--- src/rtl/fighter_sprite_fetch_pkg.sv ---
`default_nettype none
// ============================================================================
// fighter_pkg - pose / ROM-select enumerations and sprite geometry
// Rev 1.0
// ============================================================================
package fighter_pkg;

    localparam int SPR_W  = 64;
    localparam int SPR_H  = 64;
    localparam int ADDR_W = $clog2(SPR_W * SPR_H);

    typedef enum logic [2:0] {
        STAND       = 3'd0,
        BLOCK       = 3'd1,
        CROUCH      = 3'd2,
        CROUCHPUNCH = 3'd3,
        DEAD        = 3'd4,
        JUMP        = 3'd5,
        KICK        = 3'd6,
        PUNCH       = 3'd7
    } pose_e;

    typedef enum logic [3:0] {
        ROM_STAND       = 4'd0,
        ROM_STAND2      = 4'd1,
        ROM_BLOCK       = 4'd2,
        ROM_CROUCH      = 4'd3,
        ROM_CROUCHPUNCH = 4'd4,
        ROM_DEAD        = 4'd5,
        ROM_JUMP        = 4'd6,
        ROM_KICK        = 4'd7,
        ROM_PUNCH       = 4'd8
    } rom_sel_e;

    function automatic rom_sel_e pose_to_rom(pose_e p);
        case (p)
            BLOCK:       return ROM_BLOCK;
            CROUCH:      return ROM_CROUCH;
            CROUCHPUNCH: return ROM_CROUCHPUNCH;
            DEAD:        return ROM_DEAD;
            JUMP:        return ROM_JUMP;
            KICK:        return ROM_KICK;
            PUNCH:       return ROM_PUNCH;
            default:     return ROM_STAND;
        endcase
    endfunction

    function automatic logic is_attack(pose_e p);
        return (p == PUNCH) || (p == KICK) || (p == CROUCHPUNCH);
    endfunction

endpackage
`default_nettype wire

--- src/rtl/fighter_sprite_fetch_if.sv ---
`default_nettype none
// ============================================================================
// fighter_sprite_fetch_if - draw/pose inputs, ROM bus and pixel outputs
// Rev 1.0
// ============================================================================
interface fighter_sprite_fetch_if;
    import fighter_pkg::*;

    logic              frame_start;
    logic [9:0]        draw_x;
    logic [9:0]        draw_y;
    logic [9:0]        pos_x;
    logic [9:0]        pos_y;
    logic              facing_left;
    pose_e             pose_req;
    logic [ADDR_W-1:0] rom_addr;
    logic [3:0]        q_stand;
    logic [3:0]        q_stand2;
    logic [3:0]        q_block;
    logic [3:0]        q_crouch;
    logic [3:0]        q_crouchpunch;
    logic [3:0]        q_dead;
    logic [3:0]        q_jump;
    logic [3:0]        q_kick;
    logic [3:0]        q_punch;
    logic [3:0]        pix_idx;
    logic              pix_on;
    rom_sel_e          cur_rom;

    modport master (
        output frame_start, draw_x, draw_y, pos_x, pos_y, facing_left, pose_req,
        output q_stand, q_stand2, q_block, q_crouch, q_crouchpunch,
        output q_dead, q_jump, q_kick, q_punch,
        input  rom_addr, pix_idx, pix_on, cur_rom
    );

    modport slave (
        input  frame_start, draw_x, draw_y, pos_x, pos_y, facing_left, pose_req,
        input  q_stand, q_stand2, q_block, q_crouch, q_crouchpunch,
        input  q_dead, q_jump, q_kick, q_punch,
        output rom_addr, pix_idx, pix_on, cur_rom
    );
endinterface
`default_nettype wire

--- src/rtl/fighter_pose_fsm.sv ---
`default_nettype none
// ============================================================================
// fighter_pose_fsm - frame-rate pose sequencer (idle alternation, attack hold,
// terminal dead); emits the ROM select, updated only on frame_start
// Rev 1.0
// ============================================================================
module fighter_pose_fsm
    import fighter_pkg::*;
#(
    parameter int STAND_PERIOD  = 16,
    parameter int ATTACK_FRAMES = 12
) (
    input  logic     clock,
    input  logic     reset,
    input  logic     frame_start,
    input  pose_e    pose_req,
    output rom_sel_e rom_sel
);

    localparam int FC_W = (STAND_PERIOD  > 1) ? $clog2(STAND_PERIOD)  : 1;
    localparam int HC_W = (ATTACK_FRAMES > 1) ? $clog2(ATTACK_FRAMES) : 1;
    localparam logic [FC_W-1:0] FC_LAST = FC_W'(STAND_PERIOD - 1);
    localparam logic [HC_W-1:0] HC_LAST = HC_W'(ATTACK_FRAMES - 1);

    typedef enum logic [2:0] {
        ST_STAND_A = 3'd0,
        ST_STAND_B = 3'd1,
        ST_HOLD    = 3'd2,
        ST_FREE    = 3'd3,
        ST_DEAD    = 3'd4
    } state_e;

    state_e          r_state;
    logic [FC_W-1:0] r_frame_cnt;
    logic [HC_W-1:0] r_hold_cnt;

    always_ff @(posedge clock) begin
        if (reset) begin
            r_state     <= ST_STAND_A;
            r_frame_cnt <= '0;
            r_hold_cnt  <= '0;
            rom_sel     <= ROM_STAND;
        end else if (frame_start) begin
            if (pose_req == DEAD) begin
                r_state <= ST_DEAD;
                rom_sel <= ROM_DEAD;
            end else if (r_state == ST_DEAD) begin
                r_state <= ST_DEAD;
            end else if ((r_state == ST_HOLD) && (r_hold_cnt != HC_LAST)) begin
                r_hold_cnt <= r_hold_cnt + 1'b1;
            end else if (pose_req == STAND) begin
                // Staying idle keeps the alternation phase; arriving idle restarts it
                if ((r_state == ST_STAND_A) || (r_state == ST_STAND_B)) begin
                    if (r_frame_cnt == FC_LAST) begin
                        r_frame_cnt <= '0;
                        r_state     <= (r_state == ST_STAND_A) ? ST_STAND_B : ST_STAND_A;
                        rom_sel     <= (r_state == ST_STAND_A) ? ROM_STAND2 : ROM_STAND;
                    end else begin
                        r_frame_cnt <= r_frame_cnt + 1'b1;
                    end
                end else begin
                    r_state     <= ST_STAND_A;
                    r_frame_cnt <= '0;
                    rom_sel     <= ROM_STAND;
                end
            end else if (is_attack(pose_req)) begin
                r_state    <= ST_HOLD;
                r_hold_cnt <= '0;
                rom_sel    <= pose_to_rom(pose_req);
            end else begin
                r_state <= ST_FREE;
                rom_sel <= pose_to_rom(pose_req);
            end
        end
    end

endmodule
`default_nettype wire

--- src/rtl/fighter_sprite_fetch.sv ---
`default_nettype none
// ============================================================================
// fighter_sprite_fetch - draw coordinate to mirrored ROM address, pose select,
// and 3-cycle aligned palette index / opaque flag
// Rev 1.0
// ============================================================================
module fighter_sprite_fetch
    import fighter_pkg::*;
#(
    parameter int         STAND_PERIOD    = 16,
    parameter int         ATTACK_FRAMES   = 12,
    parameter logic [3:0] TRANSPARENT_IDX = 4'd0
) (
    input  logic                   clock,
    input  logic                   reset,
    fighter_sprite_fetch_if.slave  bus
);

    localparam int              XB      = $clog2(SPR_W);
    localparam int              YB      = $clog2(SPR_H);
    localparam logic [9:0]      BOX_W   = 10'(SPR_W);
    localparam logic [9:0]      BOX_H   = 10'(SPR_H);
    localparam logic [XB-1:0]   COL_MAX = '1;

    logic [9:0]        w_rx;
    logic [9:0]        w_ry;
    logic              w_in_box;
    logic [XB-1:0]     w_col;
    logic [ADDR_W-1:0] w_addr;
    logic [3:0]        w_q;
    rom_sel_e          w_sel;

    logic [ADDR_W-1:0] r_rom_addr;
    logic              r_in_box1;
    logic              r_in_box2;
    rom_sel_e          r_sel1;
    rom_sel_e          r_sel2;
    logic [3:0]        r_pix_idx;
    logic              r_pix_on;

    fighter_pose_fsm #(
        .STAND_PERIOD  (STAND_PERIOD),
        .ATTACK_FRAMES (ATTACK_FRAMES)
    ) u_pose_fsm (
        .clock       (clock),
        .reset       (reset),
        .frame_start (bus.frame_start),
        .pose_req    (bus.pose_req),
        .rom_sel     (w_sel)
    );

    // The >= terms reject coordinates that only land in the box through wrap-around
    always_comb begin
        w_rx     = bus.draw_x - bus.pos_x;
        w_ry     = bus.draw_y - bus.pos_y;
        w_in_box = (bus.draw_x >= bus.pos_x) && (w_rx < BOX_W) &&
                   (bus.draw_y >= bus.pos_y) && (w_ry < BOX_H);
        w_col    = bus.facing_left ? (COL_MAX - w_rx[XB-1:0]) : w_rx[XB-1:0];
        w_addr   = w_in_box ? {w_ry[YB-1:0], w_col} : '0;
    end

    always_comb begin
        w_q = '0;
        case (r_sel2)
            ROM_STAND:       w_q = bus.q_stand;
            ROM_STAND2:      w_q = bus.q_stand2;
            ROM_BLOCK:       w_q = bus.q_block;
            ROM_CROUCH:      w_q = bus.q_crouch;
            ROM_CROUCHPUNCH: w_q = bus.q_crouchpunch;
            ROM_DEAD:        w_q = bus.q_dead;
            ROM_JUMP:        w_q = bus.q_jump;
            ROM_KICK:        w_q = bus.q_kick;
            ROM_PUNCH:       w_q = bus.q_punch;
            default:         w_q = '0;
        endcase
    end

    // Select travels alongside the address so it lines up with the ROM's registered q
    always_ff @(posedge clock) begin
        if (reset) begin
            r_rom_addr <= '0;
            r_in_box1  <= 1'b0;
            r_in_box2  <= 1'b0;
            r_sel1     <= ROM_STAND;
            r_sel2     <= ROM_STAND;
            r_pix_idx  <= '0;
            r_pix_on   <= 1'b0;
        end else begin
            r_rom_addr <= w_addr;
            r_in_box1  <= w_in_box;
            r_sel1     <= w_sel;
            r_in_box2  <= r_in_box1;
            r_sel2     <= r_sel1;
            r_pix_idx  <= w_q;
            r_pix_on   <= r_in_box2 && (w_q != TRANSPARENT_IDX);
        end
    end

    assign bus.rom_addr = r_rom_addr;
    assign bus.pix_idx  = r_pix_idx;
    assign bus.pix_on   = r_pix_on;
    assign bus.cur_rom  = w_sel;

endmodule
`default_nettype wire
--- src/flat_wrapper.sv ---
// flat-port wrapper written by rule: the top's interface ports become plain ports
module fighter_sprite_fetch_flat import fighter_pkg::*;
#(
    parameter int         STAND_PERIOD    = 16,
    parameter int         ATTACK_FRAMES   = 12,
    parameter logic [3:0] TRANSPARENT_IDX = 4'd0
)
  (clock, reset, bus_frame_start, bus_draw_x, bus_draw_y, bus_pos_x, bus_pos_y, bus_facing_left, bus_pose_req, bus_q_stand, bus_q_stand2, bus_q_block, bus_q_crouch, bus_q_crouchpunch, bus_q_dead, bus_q_jump, bus_q_kick, bus_q_punch, bus_rom_addr, bus_pix_idx, bus_pix_on, bus_cur_rom);
  fighter_sprite_fetch_if bus_i ();
  input  logic clock;
  input  logic reset;
  input wire logic [$bits(bus_i.frame_start)-1:0] bus_frame_start;
  input wire logic [$bits(bus_i.draw_x)-1:0] bus_draw_x;
  input wire logic [$bits(bus_i.draw_y)-1:0] bus_draw_y;
  input wire logic [$bits(bus_i.pos_x)-1:0] bus_pos_x;
  input wire logic [$bits(bus_i.pos_y)-1:0] bus_pos_y;
  input wire logic [$bits(bus_i.facing_left)-1:0] bus_facing_left;
  input wire logic [$bits(bus_i.pose_req)-1:0] bus_pose_req;
  input wire logic [$bits(bus_i.q_stand)-1:0] bus_q_stand;
  input wire logic [$bits(bus_i.q_stand2)-1:0] bus_q_stand2;
  input wire logic [$bits(bus_i.q_block)-1:0] bus_q_block;
  input wire logic [$bits(bus_i.q_crouch)-1:0] bus_q_crouch;
  input wire logic [$bits(bus_i.q_crouchpunch)-1:0] bus_q_crouchpunch;
  input wire logic [$bits(bus_i.q_dead)-1:0] bus_q_dead;
  input wire logic [$bits(bus_i.q_jump)-1:0] bus_q_jump;
  input wire logic [$bits(bus_i.q_kick)-1:0] bus_q_kick;
  input wire logic [$bits(bus_i.q_punch)-1:0] bus_q_punch;
  output wire logic [$bits(bus_i.rom_addr)-1:0] bus_rom_addr;
  output wire logic [$bits(bus_i.pix_idx)-1:0] bus_pix_idx;
  output wire logic [$bits(bus_i.pix_on)-1:0] bus_pix_on;
  output wire logic [$bits(bus_i.cur_rom)-1:0] bus_cur_rom;
  assign bus_i.frame_start = bus_frame_start;
  assign bus_i.draw_x = bus_draw_x;
  assign bus_i.draw_y = bus_draw_y;
  assign bus_i.pos_x = bus_pos_x;
  assign bus_i.pos_y = bus_pos_y;
  assign bus_i.facing_left = bus_facing_left;
  assign bus_i.pose_req = bus_pose_req;
  assign bus_i.q_stand = bus_q_stand;
  assign bus_i.q_stand2 = bus_q_stand2;
  assign bus_i.q_block = bus_q_block;
  assign bus_i.q_crouch = bus_q_crouch;
  assign bus_i.q_crouchpunch = bus_q_crouchpunch;
  assign bus_i.q_dead = bus_q_dead;
  assign bus_i.q_jump = bus_q_jump;
  assign bus_i.q_kick = bus_q_kick;
  assign bus_i.q_punch = bus_q_punch;
  assign bus_rom_addr = bus_i.rom_addr;
  assign bus_pix_idx = bus_i.pix_idx;
  assign bus_pix_on = bus_i.pix_on;
  assign bus_cur_rom = bus_i.cur_rom;
  fighter_sprite_fetch #(.STAND_PERIOD(STAND_PERIOD), .ATTACK_FRAMES(ATTACK_FRAMES), .TRANSPARENT_IDX(TRANSPARENT_IDX)) u_core (.clock(clock), .reset(reset), .bus(bus_i));
endmodule
--- config.mk ---
export PLATFORM = sky130hd
export DESIGN_NAME = fighter_sprite_fetch_flat
export DESIGN_NICKNAME = d
export VERILOG_FILES = /design/src/rtl/fighter_sprite_fetch_pkg.sv /design/src/rtl/fighter_sprite_fetch_if.sv /design/src/rtl/fighter_pose_fsm.sv /design/src/rtl/fighter_sprite_fetch.sv /design/src/flat_wrapper.sv
export SDC_FILE = /design/constraint.sdc
export NUM_CORES = 1
export LEC_CHECK = 0
export ABC_AREA = 1
export BUFFER_PORTS_ARGS = -buffer_cell sky130_fd_sc_hd__clkbuf_2
export CAP_MARGIN = 20
export CORE_UTILIZATION = 53
export CTS_BUF_LIST = sky130_fd_sc_hd__clkbuf_4
export DETAILED_ROUTE_END_ITERATION = 16
export PLACE_DENSITY_LB_ADDON = 0.08
export SYNTH_ARGS = -nofsm -noshare
export SYNTH_HDL_FRONTEND = slang
export SYNTH_SLANG_ARGS = --single-unit
--- constraint.sdc ---
create_clock -name clock -period 2.9 [get_ports clock]
set_clock_uncertainty 0.1 [all_clocks]
set_input_delay 0.58 -clock clock [delete_from_list [all_inputs] [get_ports clock]]
set_output_delay 0.58 -clock clock [all_outputs]
set_load 0.01 [all_outputs]
-- Word-level counts from Yosys, hierarchy flattened
Cells that the tools add are included.
- order comparisons: 4
- eq/ne operators: 26
- add/subtract/negate cells: 5
- reductions and logical operators: 18
- muxes and demuxes: 23
- bitwise gates (word level): 4
- operators with widths (cell ; number):
    2-to-1 mux 4 bit ; 11
    case mux 4 bit (9 select lines) ; 1
    case mux 4 bit (6 select lines) ; 1
    greater-or-equal comparator 10 bit ; 2
    < comparator 10 x 7 -> 1 bit (second input constant) ; 2
    subtractor 10 bit ; 2
    2-to-1 mux 3 bit ; 6
    == test 4 x 3 -> 1 bit (second input constant) ; 4
    == test 3 bit (second input constant) ; 5
    AND reduction 5 bit ; 2
    == test 3 x 2 -> 1 bit (second input constant) ; 3
    adder 4 x 1 -> 4 bit (second input constant) ; 2
    == test 4 x 2 -> 1 bit (second input constant) ; 2
    == test 4 bit (second input constant) ; 2
    == test 3 x 1 -> 1 bit (second input constant) ; 2
    zero test 3 bit ; 2
    2-to-1 mux 6 bit ; 1
    != test 2 bit (second input constant) ; 3
    subtractor 6 bit (first input constant) ; 1
    logical AND 1 bit ; 5
    != test 5 x 4 -> 1 bit (second input constant) ; 1
    == test 4 x 1 -> 1 bit (second input constant) ; 1
    zero test 4 bit ; 1
    != test 4 x 3 -> 1 bit (second input constant) ; 1
    10 further kinds ; 17
- logic and storage cells: 91
- bits of input ports: 83
- register bits after elaboration: 42
- output and inout bits: 21

-- Logic depth before layout (Yosys ltp)
Gate-level depths: netlist (run 1).
- depth in word-level cells: 8
- mapped depth: 17
- depth with buffers taken out: 16

-- Cells and area by module
Synthesis (run 1) repeated with hierarchy kept, for this count alone.
- cell total of the unflattened synthesis: 526
- area total of the unflattened synthesis: 3318.2 um2
- modules (own cells, without submodules) (module ; cells an instance ; times used ; area each (um2) ; seq. area each (um2)):
    fighter_sprite_fetch ; 372 ; 1 ; 2294.7 ; 540.5
    fighter_pose_fsm ; 154 ; 1 ; 1023.5 ; 300.3

-- Worst setup path after synthesis (run 1)
No wires, ideal clock.
- path kind: input to register
- start: input bus_draw_x[0]
- end: register u_core.r_rom_addr[6] (netlist: u_core.bus.rom_addr[6])
- data arrival time: 2.128 ns
- library setup time: 0.062 ns
- path buffers: 1
- path slack: 0.610 ns
- stages on the path: 15
- data required time: 2.738 ns
- cells stage by stage: inv_1 ha_1 fa_1 inv_1 nand2_1 nand2_1 nand3_1 nand3_1 nand2_1 nor2_1 nand2_1 nor2_2 nand3_2 buf_6 nor2_2
- cells in the longest elaborated chain, start to end: 7
- ends and longest elaborated chain (item ; line ; text):
    start, declared ; flat_wrapper.sv:13 ; input wire logic [$bits(bus_i.draw_x)-1:0] bus_draw_x;
    subtractor 10 bit ; fighter_sprite_fetch.sv:54 ; w_rx = bus.draw_x - bus.pos_x;
    < comparator 10 x 7 -> 1 bit ; fighter_sprite_fetch.sv:56 ; w_in_box = (bus.draw_x >= bus.pos_x) && (w_rx < BOX_W) &&
    logical AND 1 bit (*) (2 in a row) ; fighter_sprite_fetch.sv:56 ;
    logical AND 1 bit (*) ; fighter_sprite_fetch.sv:57 ; (bus.draw_y >= bus.pos_y) && (w_ry < BOX_H);
    NOT 1 bit (no source line) (*) ; n/a ;
    OR reduction 2 bit (no source line) (*) ; n/a ;
    end signal, assigned ; fighter_sprite_fetch.sv:89 ; r_rom_addr <= w_addr;
    end, declared ; fighter_sprite_fetch.sv:33 ; logic [ADDR_W-1:0] r_rom_addr;
Every way passes the cells marked *; elsewhere a longest branch is shown, timed or not.
A chain may end at the register's enable or synchronous reset.

-- Final worst setup path (run 1)
- start: input bus_draw_x[0]
- end: register u_core.r_rom_addr[2] (netlist: u_core.bus.rom_addr[2])
- cells in the longest elaborated chain, start to end: 7
- ends and longest elaborated chain (item ; line):
    subtractor 10 bit ; fighter_sprite_fetch.sv:54
    < comparator 10 x 7 -> 1 bit ; fighter_sprite_fetch.sv:56
    logical AND 1 bit (2 in a row) ; fighter_sprite_fetch.sv:56
    logical AND 1 bit ; fighter_sprite_fetch.sv:57
    NOT 1 bit (no source line) ; n/a
    OR reduction 2 bit (no source line) ; n/a
Several ways; a longest one is shown, not always the timed one.

==> results of run 1 <==
[cells by family after synthesis]
logic type                 synth area share
adders and majority gates             0.102
AOI/OAI and AO/OA                    0.0910
and+or+nand+nor                       0.352
buffers and inverters                 0.136
xor gates and xnor gates             0.0455
DFF                                   0.273
[registers in the layout, indices dropped and copies added, names as in the netlist]
| signal | count |
|---|---|
| u_core.bus.pix_on | 1 |
| u_core.u_pose_fsm.r_hold_cnt | 4 |
| u_core.bus.pix_idx | 4 |
| u_core.u_pose_fsm.r_frame_cnt | 4 |
| u_core.u_pose_fsm.r_state | 3 |
| u_core.r_sel2 | 4 |
| u_core.u_pose_fsm.rom_sel | 4 |
| u_core.r_in_box2 | 1 |
| u_core.bus.rom_addr | 12 |
| u_core.r_sel1 | 4 |
| u_core.r_in_box1 | 1 |
[cell usage in the layout, fill, tap and decap left out, types with 2 or more instances in the layout]
cell type	netlist	layout
xnor2_1	6	6
nor2_1	50	50
nand3b_1	6	6
nor2_2	13	13
xor2_1	10	10
ha_1	22	22
dfxtp_1	42	42
nand2_2	4	4
inv_1	105	105
clkbuf_4	0	5
nand3_2	2	2
fa_1	2	2
nand2_1	134	134
nand4_1	2	2
o2bb2ai_1	3	3
nor3_1	8	8
clkbuf_2	0	103
a31oi_1	2	2
nand3_1	26	26
o21ai_0	15	15
a21oi_1	23	23
[routing by layer]
metal,vias to the layer above,global-route usage
li1,1706,-
met1,1312,0.240
met2,78,0.411
met3,8,0.0326
met4,0,0.0704
met5,-,0
[Yosys cell counts, types with 2 or more instances]
cell type,n,area share
a21oi_1,23,0.037
a31oi_1,2,0.0041
clkbuf_1,3,0.0037
dfxtp_1,42,0.27
fa_1,2,0.013
ha_1,22,0.089
inv_1,105,0.13
nand2_1,134,0.16
nand2_2,4,0.0081
nand3_1,26,0.042
nand3_2,2,0.0065
nand3b_1,6,0.015
nand4_1,2,0.0041
nor2_1,50,0.061
nor2_2,13,0.026
nor3_1,8,0.013
o21ai_0,15,0.024
o2bb2ai_1,3,0.0085
xnor2_1,6,0.017
xor2_1,10,0.028
[report_power, final]
group	leakage (nW)	switching, mW	internal, mW
Clock	0.0387	0.170	0.174
Sequential	0.341	0.0114	0.597
Combinational	1.83	0.244	0.177
Total	2.21	0.425	0.948
[metrics by stage]
stage	cell area [µm²]	cells	utilization
floorplan	3080	491	-
global placement	3660	661	0.661
detailed placement	3660	661	0.661
CTS	3730	668	0.673
global route	3730	668	0.673
finish	3730	668	0.673
[final cells by class]
type,instances,area share
multi-input cells,339,0.488
flip-flops and latches,42,0.225
repair buffers,103,0.138
inverters,105,0.106
well taps,72,0.0241
clock buffers,5,0.0101
clock inverters,2,0.00905
[tightest hold or removal path, delay by kind of cell (launching register included)]
family	cells	cell delay, ns
flops	1	0.32
buf+inv	1	0.04
simple gates	1	0.03
[final timing paths]
path	endpoint
setup / recovery	u_core.bus.rom_addr[2]$_SDFF_PP0_
hold reg to reg	u_core.r_sel2[2]$_SDFF_PP0_
setup reg to reg	u_core.u_pose_fsm.rom_sel[2]$_SDFFE_PP0P_
hold / removal	u_core.r_sel2[2]$_SDFF_PP0_
==> metrics.yaml, run 1 <==
syn_area_um2: 3080
dieArea_um2: 6120
fin_total_pwr_mw: 1.37
grtUsageTotal: 0.215
path_clk_slew_ns: 0.11
cp-end-kind: "flop"
critPathTopFamily: "simple AND/OR/NAND/NOR gates"
hold_ws_ns: 0.316
critPathArrivalTime_ns: 2.51
hold_start: "u_core.r_sel1[2]$_SDFF_PP0_"
syn_to_final_growth_pct: 21.1
start_util: 0.556
num_antenna_cells: 0
yosys_warnings: 0
drive_gt1_frac: 0.225
drcViolationCount: 0
slew_viol_final: 0
antenna_left: 0
synth_area_per_cell_um2: 6.27
r2r_cells: 11
rsz0062_at_grt: "false"
wire_per_inst_um: 9.45
route.met2.wl_mm: 3.18
crit_chain: "clkbuf_2 -> inv_1 -> ha_1 -> fa_1 -> inv_1 -> nand2_1 -> nand2_1 -> nand3_1 -> nand2_1 -> nand2_1 -> nand2_1 -> nand2_1 -> inv_1 -> nand2_1 -> nor2_2 -> nand3_2 -> nor2_1"
ir_worst_vdd_v: 0.000227
fp.dieW_um: 78.2
synth_edf_count: 0
crit_slowest_cell: "fa_1"
top_layer: "met4"
wirelength_mm: 6.31
postCtsSetupRepairBufs: 0
worst_slack_ns: 0.560
min_path_type: "flop to flop"
required_ns: 3.07
cp_num_cells: 17
critical_path.most_common_cell: "nand2_1"
tightest_slew_ns: 0.456
period_share: 0.807
startpoint: "bus_draw_x[0]"
htreeDepth: 2
cts-resized-gates: 0
synthFlopType: "dfxtp_1"
root_buffer: "clkbuf_4"
max_stage_delay_ns: 0.41
grt_first_pass_wirelength_mm: 10.7
fillers: 551
period_needed_ns: 2.34
drtIter0Drc: 101
gr-total-overflow: 0
synth_seq_cells: 42
multiInputGateArea_um2: 1820
syn_inst: 491
total_leakage_power_nw: 2.21
pre_cts_ws_ns: 0.189
cp_num_buf_inv: 4
fp.dieH_um: 78.2
cts.path.max_buffers: 2
ff2ff_setup_slack_ns: 1.06
m1WireLength_mm: 2.76
path_max_fanout: 13
power_density_nw_per_um2: 368
start_kind: "input pin"
io_buffers: 103
hold_buffers: 0
dp_hpwl_mm: 5.44
num_vias: 3104
globalplace.congestion: 0.854
pin_count: 104
synth-async-reset-ratio: 0
worstSkewPairLatency_ns: 0.34
seqCellArea_um2: 841
tns_ns: 0
status: "finished clean"
critPathKind: "input pin to flop"
hold_violations: 0
min_path_cells: 2
cts_tree: "yes"
setup_viol: 0
synthDistinctLibCells: 33
layout.nets: 703
r2r-start: "u_core.u_pose_fsm.r_frame_cnt[0]$_SDFFE_PP0P_"
grt_max_degree: 19
vias_per_cell: 4.65
row_count: 27
wl_met3_um: 262
first_global_vias: 2763
antenna_found_initial: 0
design.core.area_um2: 5540
seq_area_frac_synth: 0.273
fmax_ghz: 0.427
dr.pass1.iters: 4
slew_headroom: 0.694
mappedNetlistNets: 598
cts_sinks: 42
cts_buffers: 5
cap_violations: 0
Power figures use the tool's default switching activity.
==> run 2, diff against run 1 <==
--- a/config.mk
+++ b/config.mk
@@ -8,7 +8,7 @@
 export ABC_AREA = 1
 export BUFFER_PORTS_ARGS = -buffer_cell sky130_fd_sc_hd__clkbuf_2
 export CAP_MARGIN = 20
-export CORE_UTILIZATION = 53
+export CORE_UTILIZATION = 47
 export CTS_BUF_LIST = sky130_fd_sc_hd__clkbuf_4
 export DETAILED_ROUTE_END_ITERATION = 16
 export PLACE_DENSITY_LB_ADDON = 0.08
==> constraint.sdc (replaced) <==
create_clock -name clock -period 2 [get_ports clock]
set_clock_uncertainty 0.1 [all_clocks]
set_input_delay 0.4 -clock clock [delete_from_list [all_inputs] [get_ports clock]]
set_output_delay 0.4 -clock clock [all_outputs]
set_load 0.01 [all_outputs]
==> run 2 against run 1 <==
Sequential power increased by 45%. Worst hold slack got worse by 0.12 ns. Register-to-register slack got worse by 0.84 ns. Global-route usage decreased by 1.2 points. Cell count increased by 5.2%. First-iteration DRC count decreased by 30%. Critical path depth increased by 1. Cell area increased by 10%. Wire length increased by 11%. Sequential share of layout area decreased by 2.1 points. Die area increased by 12%. Largest power group unchanged.
==> metrics.yaml, run 2 (same netlist as run 1, synthesis figures left out) <==
critical_path.most_common_cell: "nand2_1"
num_vias: 3236
rsz0062_at_grt: "true"
power_density_nw_per_um2: 489
row_count: 29
wirelength_mm: 6.99
num_antenna_cells: 0
seqPwrFrac: 0.439
largest_reg_flops: 12
critPathArrivalTime_ns: 2.12
path_max_fanout: 6
path_clk_slew_ns: 0.12
fp.dieW_um: 83.0
period_needed_ns: 1.93
drive_gt1_frac: 0.294
final_cell_mix: "nand2_1, inv_1, clkbuf_2"
globalplace.congestion: 0.832
r2r_cells: 6
hold_end: "u_core.u_pose_fsm.r_state[2]$_SDFFE_PP0P_"
antenna_left: 0
power.share.combinational: 0.363
design.core.area_um2: 6350
multiInputGateArea_um2: 1940
cts_tree: "yes"
fin_total_pwr_mw: 2.01
crit_slowest_cell: "fa_2"
max_stage_delay_ns: 0.36
final_common_cell: "nand2_1"
io_buffers: 103
htreeDepth: 2
cts_sinks: 42
root_buffer: "clkbuf_4"
fillers: 629
start_kind: "input pin"
setup_viol: 0
wire_per_inst_um: 9.94
hold_buffers: 0
ir_worst_vdd_v: 0.000486
fp.dieH_um: 83.0
tightest_slew_ns: 0.471
status: "finished clean"
p_int_mw: 1.33
first_global_vias: 2921
dr.pass1.iters: 4
worstSkewPairLatency_ns: 0.35
ff2ff_setup_slack_ns: 0.22
antenna_found_initial: 0
total_leakage_power_nw: 2.37
start_util: 0.485
dieArea_um2: 6880
postPlaceCellArea_um2: 3930
cts_buffers: 5
pin_count: 104
seqCellArea_um2: 841
period_share: 0.963
drtIter0Drc: 71
syn_to_final_growth_pct: 33.6
tns_ns: 0
cts.path.max_buffers: 2
switching_share: 0.341
power_frac_clock: 0.198
hold_violations: 0
r2r-start: "u_core.u_pose_fsm.r_hold_cnt[0]$_SDFFE_PP0P_"
gr-total-overflow: 0
slew_viol_final: 0
dp_hpwl_mm: 5.79
grtUsageTotal: 0.203
layout.nets: 732
required_ns: 2.20
fin_area_um2: 4120
drcViolationCount: 0
switching_power_uw: 686
cap_violations: 0
crit_chain: "buf_6 -> inv_4 -> ha_4 -> fa_2 -> inv_2 -> nand2_2 -> nand2_4 -> nand3_2 -> nand2_1 -> nand2_1 -> nand2_1 -> nand2_1 -> inv_1 -> nand2_1 -> nor2_2 -> nand3_2 -> clkbuf_16 -> nor2_4"
min_path_cells: 3
grt_first_pass_wirelength_mm: 11.8
vias_per_cell: 4.60
cp-end-kind: "flop"
min_path_type: "input pin to flop"
critPathKind: "input pin to flop"
grt_max_degree: 18
hold_start: "bus_frame_start"
reg2reg_to: "u_core.u_pose_fsm.r_frame_cnt[3]$_SDFFE_PP0P_"
fmax_ghz: 0.519
slew_headroom: 0.683
==> run 2: layout make-up <==
type                            count  share of cell area
Inverter                          105              0.0994
Sequential cell                    42               0.204
Clock buffer                        5             0.00912
Timing Repair Buffer              132               0.189
Multi-Input combinational cell    339               0.471
Tap cell                           77              0.0234
Clock inverter                      3             0.00395
==> run 2: metrics by stage <==
| stage | util | std cells | hold slack, ns | setup slack [ns] |
|---|---|---|---|---|
| 4_1_cts | 0.627 | 701 | 0.180 | 0.0838 |
| 5_1_grt | 0.648 | 703 | 0.194 | -0.0441 |
| 3_5_place_dp | 0.619 | 693 | 0.302 | -0.286 |
| 2_1_floorplan | - | 491 | 0.288 | -0.0144 |
| 6_report | 0.648 | 703 | 0.200 | 0.0745 |
| 3_3_place_gp | 0.619 | 693 | 0.298 | -0.233 |
==> run 2: timing repair <==
item                                   4_1_cts  5_1_grt
endpoints found under the hold margin        0        0
gates resized for setup                      0       28
setup endpoints to repair                    0       14
setup buffers                                0        1
==> run 2: how the worst max path moves through the flow <==
| stage | end | startpoint | cells past startpoint |
|---|---|---|---|
| 2_1_floorplan | u_core.bus.rom_addr[8]$_SDFF_PP0_ | bus_draw_y[0] | 16 |
| 4_1_cts | u_core.bus.rom_addr[8]$_SDFF_PP0_ | bus_draw_y[0] | 17 |
| 6_report | u_core.bus.rom_addr[5]$_SDFF_PP0_ | bus_draw_x[0] | 18 |
| 3_5_place_dp | u_core.bus.rom_addr[8]$_SDFF_PP0_ | bus_draw_y[0] | 17 |
| 3_3_place_gp | u_core.bus.rom_addr[8]$_SDFF_PP0_ | bus_draw_y[0] | 17 |
| 5_1_grt | u_core.bus.rom_addr[5]$_SDFF_PP0_ | bus_draw_x[0] | 18 |
==> run 2: metal layers <==
layer | global-route usage | vias to the layer above | wire [µm]
met5 | 0 | - | 0
met4 | 0.0580 | 0 | 85
met3 | 0.0278 | 5 | 230
met2 | 0.399 | 54 | 3710
met1 | 0.222 | 1408 | 2960
li1 | - | 1769 | -
==> run 2: worst max-delay path, delay by kind of cell <==
family / cells / cell delay, ns
adders and majority gates: 2 / 0.51
buffers and inverters: 5 / 0.40
and+or+nand+nor: 11 / 0.81
==> run 2: power groups by stage <==
| stage | sequential, mW | combinational, mW | clock, mW |
|---|---|---|---|
| after global placement | 0.902 | 0.681 | 0 |
| after global routing | 0.887 | 0.823 | 0.450 |
| after detailed placement | 0.902 | 0.692 | 0 |
| after floorplan | 0.906 | 0.433 | 0 |
| final | 0.883 | 0.729 | 0.399 |
| after CTS | 0.884 | 0.695 | 0.418 |
==> run 3, diff against run 2 <==
--- a/config.mk
+++ b/config.mk
@@ -5,10 +5,9 @@
 export SDC_FILE = /design/constraint.sdc
 export NUM_CORES = 1
 export LEC_CHECK = 0
-export ABC_AREA = 1
 export BUFFER_PORTS_ARGS = -buffer_cell sky130_fd_sc_hd__clkbuf_2
 export CAP_MARGIN = 20
-export CORE_UTILIZATION = 47
+export CORE_UTILIZATION = 53
 export CTS_BUF_LIST = sky130_fd_sc_hd__clkbuf_4
 export DETAILED_ROUTE_END_ITERATION = 16
 export PLACE_DENSITY_LB_ADDON = 0.08
==> constraint.sdc (replaced) <==
create_clock -name clock -period 1.9 [get_ports clock]
set_clock_uncertainty 0.1 [all_clocks]
set_input_delay 0.38 -clock clock [delete_from_list [all_inputs] [get_ports clock]]
set_output_delay 0.38 -clock clock [all_outputs]
set_load 0.01 [all_outputs]
==> run 3 against run 2 <==
The run now ends with setup timing left. Sequential cell count stayed put. Cell area is 11% higher. Worst setup slack worse by 0.51 ns. Highest routed layer unchanged. Register-to-register slack worse by 0.22 ns. Utilization is 17 points higher. Worst hold slack better by 0.025 ns. Cell count is 12% lower. Area after synthesis is 1.3% higher. First-iteration DRC count is 100% higher. Combinational power is 39% higher.
==> metrics.yaml, run 3 <==
dp_hpwl_mm: 6.33
yosysMostFrequentCell: "dfxtp_1"
fp.dieH_um: 78.7
cp-end-kind: "flop"
yosys-top-cells-count: "dfxtp_1, nand2_1, inv_1, nor2_1, nor2b_1"
r2r_cells: 4
fin_cells: 621
cts.path.max_buffers: 2
antenna_left: 0
pin_count: 104
total_leakage_power_nw: 2.17
power.share.combinational: 0.428
ff2ff_setup_slack_ns: 0
seqPwrFrac: 0.392
fin_area_um2: 4580
vias_per_cell: 5.53
startpoint: "bus_draw_y[0]"
syn_inst: 375
seq_area_frac_synth: 0.269
htreeDepth: 2
gr-total-overflow: 0
dr.pass1.iters: 4
slew_headroom: 0.600
layout.nets: 655
critPathKind: "input pin to flop"
dp_cells: 602
path_max_fanout: 3
critPathArrivalTime_ns: 2.52
violations: "setup timing"
start_kind: "input pin"
drtIter0Drc: 145
final_cell_mix: "clkbuf_2, buf_4, dfxtp_1"
p_int_mw: 1.56
syn_to_final_growth_pct: 46.7
root_buffer: "clkbuf_4"
synth_top_area_share: 0.269
path_clk_slew_ns: 0.13
reg2reg_to: "u_core.bus.pix_on$_SDFF_PP0_"
r2r-start: "u_core.r_sel2[0]$_SDFF_PP0_"
endpoint: "u_core.bus.rom_addr[3]$_SDFF_PP0_"
critPathTopFamily: "simple AND/OR/NAND/NOR gates"
cap_violations: 0
row_count: 27
cp_num_cells: 12
yosys_warnings: 0
cts_buffers: 5
cts_tree: "yes"
final_common_cell: "clkbuf_2"
start_util: 0.557
setup_viol: 14
power_density_nw_per_um2: 516
design.core.area_um2: 5610
crit_chain: "clkbuf_16 -> inv_12 -> ha_4 -> inv_2 -> fa_2 -> a211oi_2 -> o21ai_2 -> xnor2_2 -> o2111ai_2 -> or4_4 -> buf_4 -> nor3_2"
switching_share: 0.339
drcViolationCount: 0
period_needed_ns: 2.34
worstSkewPairLatency_ns: 0.36
first_global_vias: 3142
status: "complete, but fails checks"
grtUsageTotal: 0.263
synthFlopType: "dfxtp_1"
period_share: 1.23
mappedNetlistNets: 482
worst_slack_ns: -0.438
antenna_found_initial: 0
largest_reg_flops: 12
ys_top_cells_by_area: "dfxtp_1, ha_1, nor2b_1"
num_vias: 3432
slew_viol_final: 0
io_buffers: 103
tns_ns: -4.79
synthDistinctLibCells: 69
synth_top_area_cell: "dfxtp_1"
dieArea_um2: 6200
min_path_type: "input pin to flop"
grt_first_pass_wirelength_mm: 13.1
max_stage_delay_ns: 0.48
hold_ws_ns: 0.225
num_antenna_cells: 0
drive_gt1_frac: 0.450
power_frac_clock: 0.180
ir_worst_vdd_v: 0.000413
wirelength_mm: 8.23
wire_per_inst_um: 13.3
cp_num_buf_inv: 4
cts_sinks: 42
rsz0062_at_grt: "true"
synth-async-reset-ratio: 0
postPlaceCellArea_um2: 4270
synth_seq_cells: 42
hold_violations: 0
syn_area_um2: 3120
fmax_ghz: 0.428
pre_cts_ws_ns: -0.871
tightest_slew_ns: 0.599
fp.dieW_um: 78.7
globalplace.congestion: 0.919
synth_area_per_cell_um2: 8.32
crit_slowest_cell: "or4_4"
switching_power_uw: 800
synth_edf_count: 0
required_ns: 2.08
grt_max_degree: 30
[run 3: power by group through the flow]
| stage | Combinational [mW] | Clock [mW] | Sequential [mW] |
|---|---|---|---|
| after floorplan | 0.542 | 0 | 0.947 |
| after global placement | 0.911 | 0 | 0.943 |
| after detailed placement | 0.933 | 0 | 0.945 |
| after CTS | 0.966 | 0.426 | 0.924 |
| after global routing | 1.10 | 0.473 | 0.929 |
| final | 1.01 | 0.427 | 0.926 |
[run 3: routing by layer]
layer,vias up,track usage,part of all wire
met5,-,0,0
met4,0,0.109,0.028
met3,20,0.0379,0.037
met2,98,0.499,0.53
met1,1606,0.287,0.41
li1,1708,-,-
[run 3: cells by family after synthesis]
family | synth area share
buffers and inverters | 0.0577
flip-flops | 0.269
AND/OR/NAND/NOR | 0.269
XOR/XNOR | 0.0533
AO/OA/AOI/OAI | 0.194
adder cells (fa/ha/maj) | 0.101
multiplexers | 0.0565
[run 3: worst min-delay path by stage]
stage / from / to / slack (ns) / depth (start not counted)
after CTS: bus_pose_req[0] / u_core.u_pose_fsm.rom_sel[0]$_SDFFE_PP0P_ / 0.17 / 2
after global routing: bus_pose_req[0] / u_core.u_pose_fsm.rom_sel[0]$_SDFFE_PP0P_ / 0.23 / 2
final: bus_frame_start / u_core.u_pose_fsm.r_state[2]$_SDFFE_PP0P_ / 0.23 / 3
after floorplan: u_core.r_sel1[0]$_SDFF_PP0_ / u_core.r_sel2[0]$_SDFF_PP0_ / 0.31 / 1
after detailed placement: u_core.r_in_box1$_SDFF_PP0_ / u_core.r_in_box2$_SDFF_PP0_ / 0.33 / 1
after global placement: u_core.r_sel1[2]$_SDFF_PP0_ / u_core.r_sel2[2]$_SDFF_PP0_ / 0.32 / 1
[run 3: worst register-to-register path: stages, from the launching register on]
cell and delay [ns]:
dfxtp_4 0.40, mux4_2 0.50, and3b_1 0.18, or3_4 0.33, o41a_1 0.31
[run 3: area by class of cell]
type                    instances  area, µm²
multi-input cells             289       2290
repair buffers                181       1170
fillers                       391       1030
flip-flops and latches         42        853
inverters                      29        121
well taps                      72       90.1
clock buffers                   5       37.5
clock inverters                 3       16.3
[run 3: stage by stage]
step,power (mW),utilization
after floorplan,1.49,-
after global placement,1.85,0.762
after detailed placement,1.88,0.762
after CTS,2.32,0.791
after global routing,2.50,0.817
final,2.36,0.817
[run 3: repair_timing]
| item | CTS | global route |
|---|---|---|
| hold buffers | 0 | 0 |
| endpoints found under the setup margin | 21 | 27 |
| cloned | 1 | 0 |
| setup buffers | 4 | 6 |
| pin swaps | 4 | 9 |
| gates resized for setup | 14 | 24 |
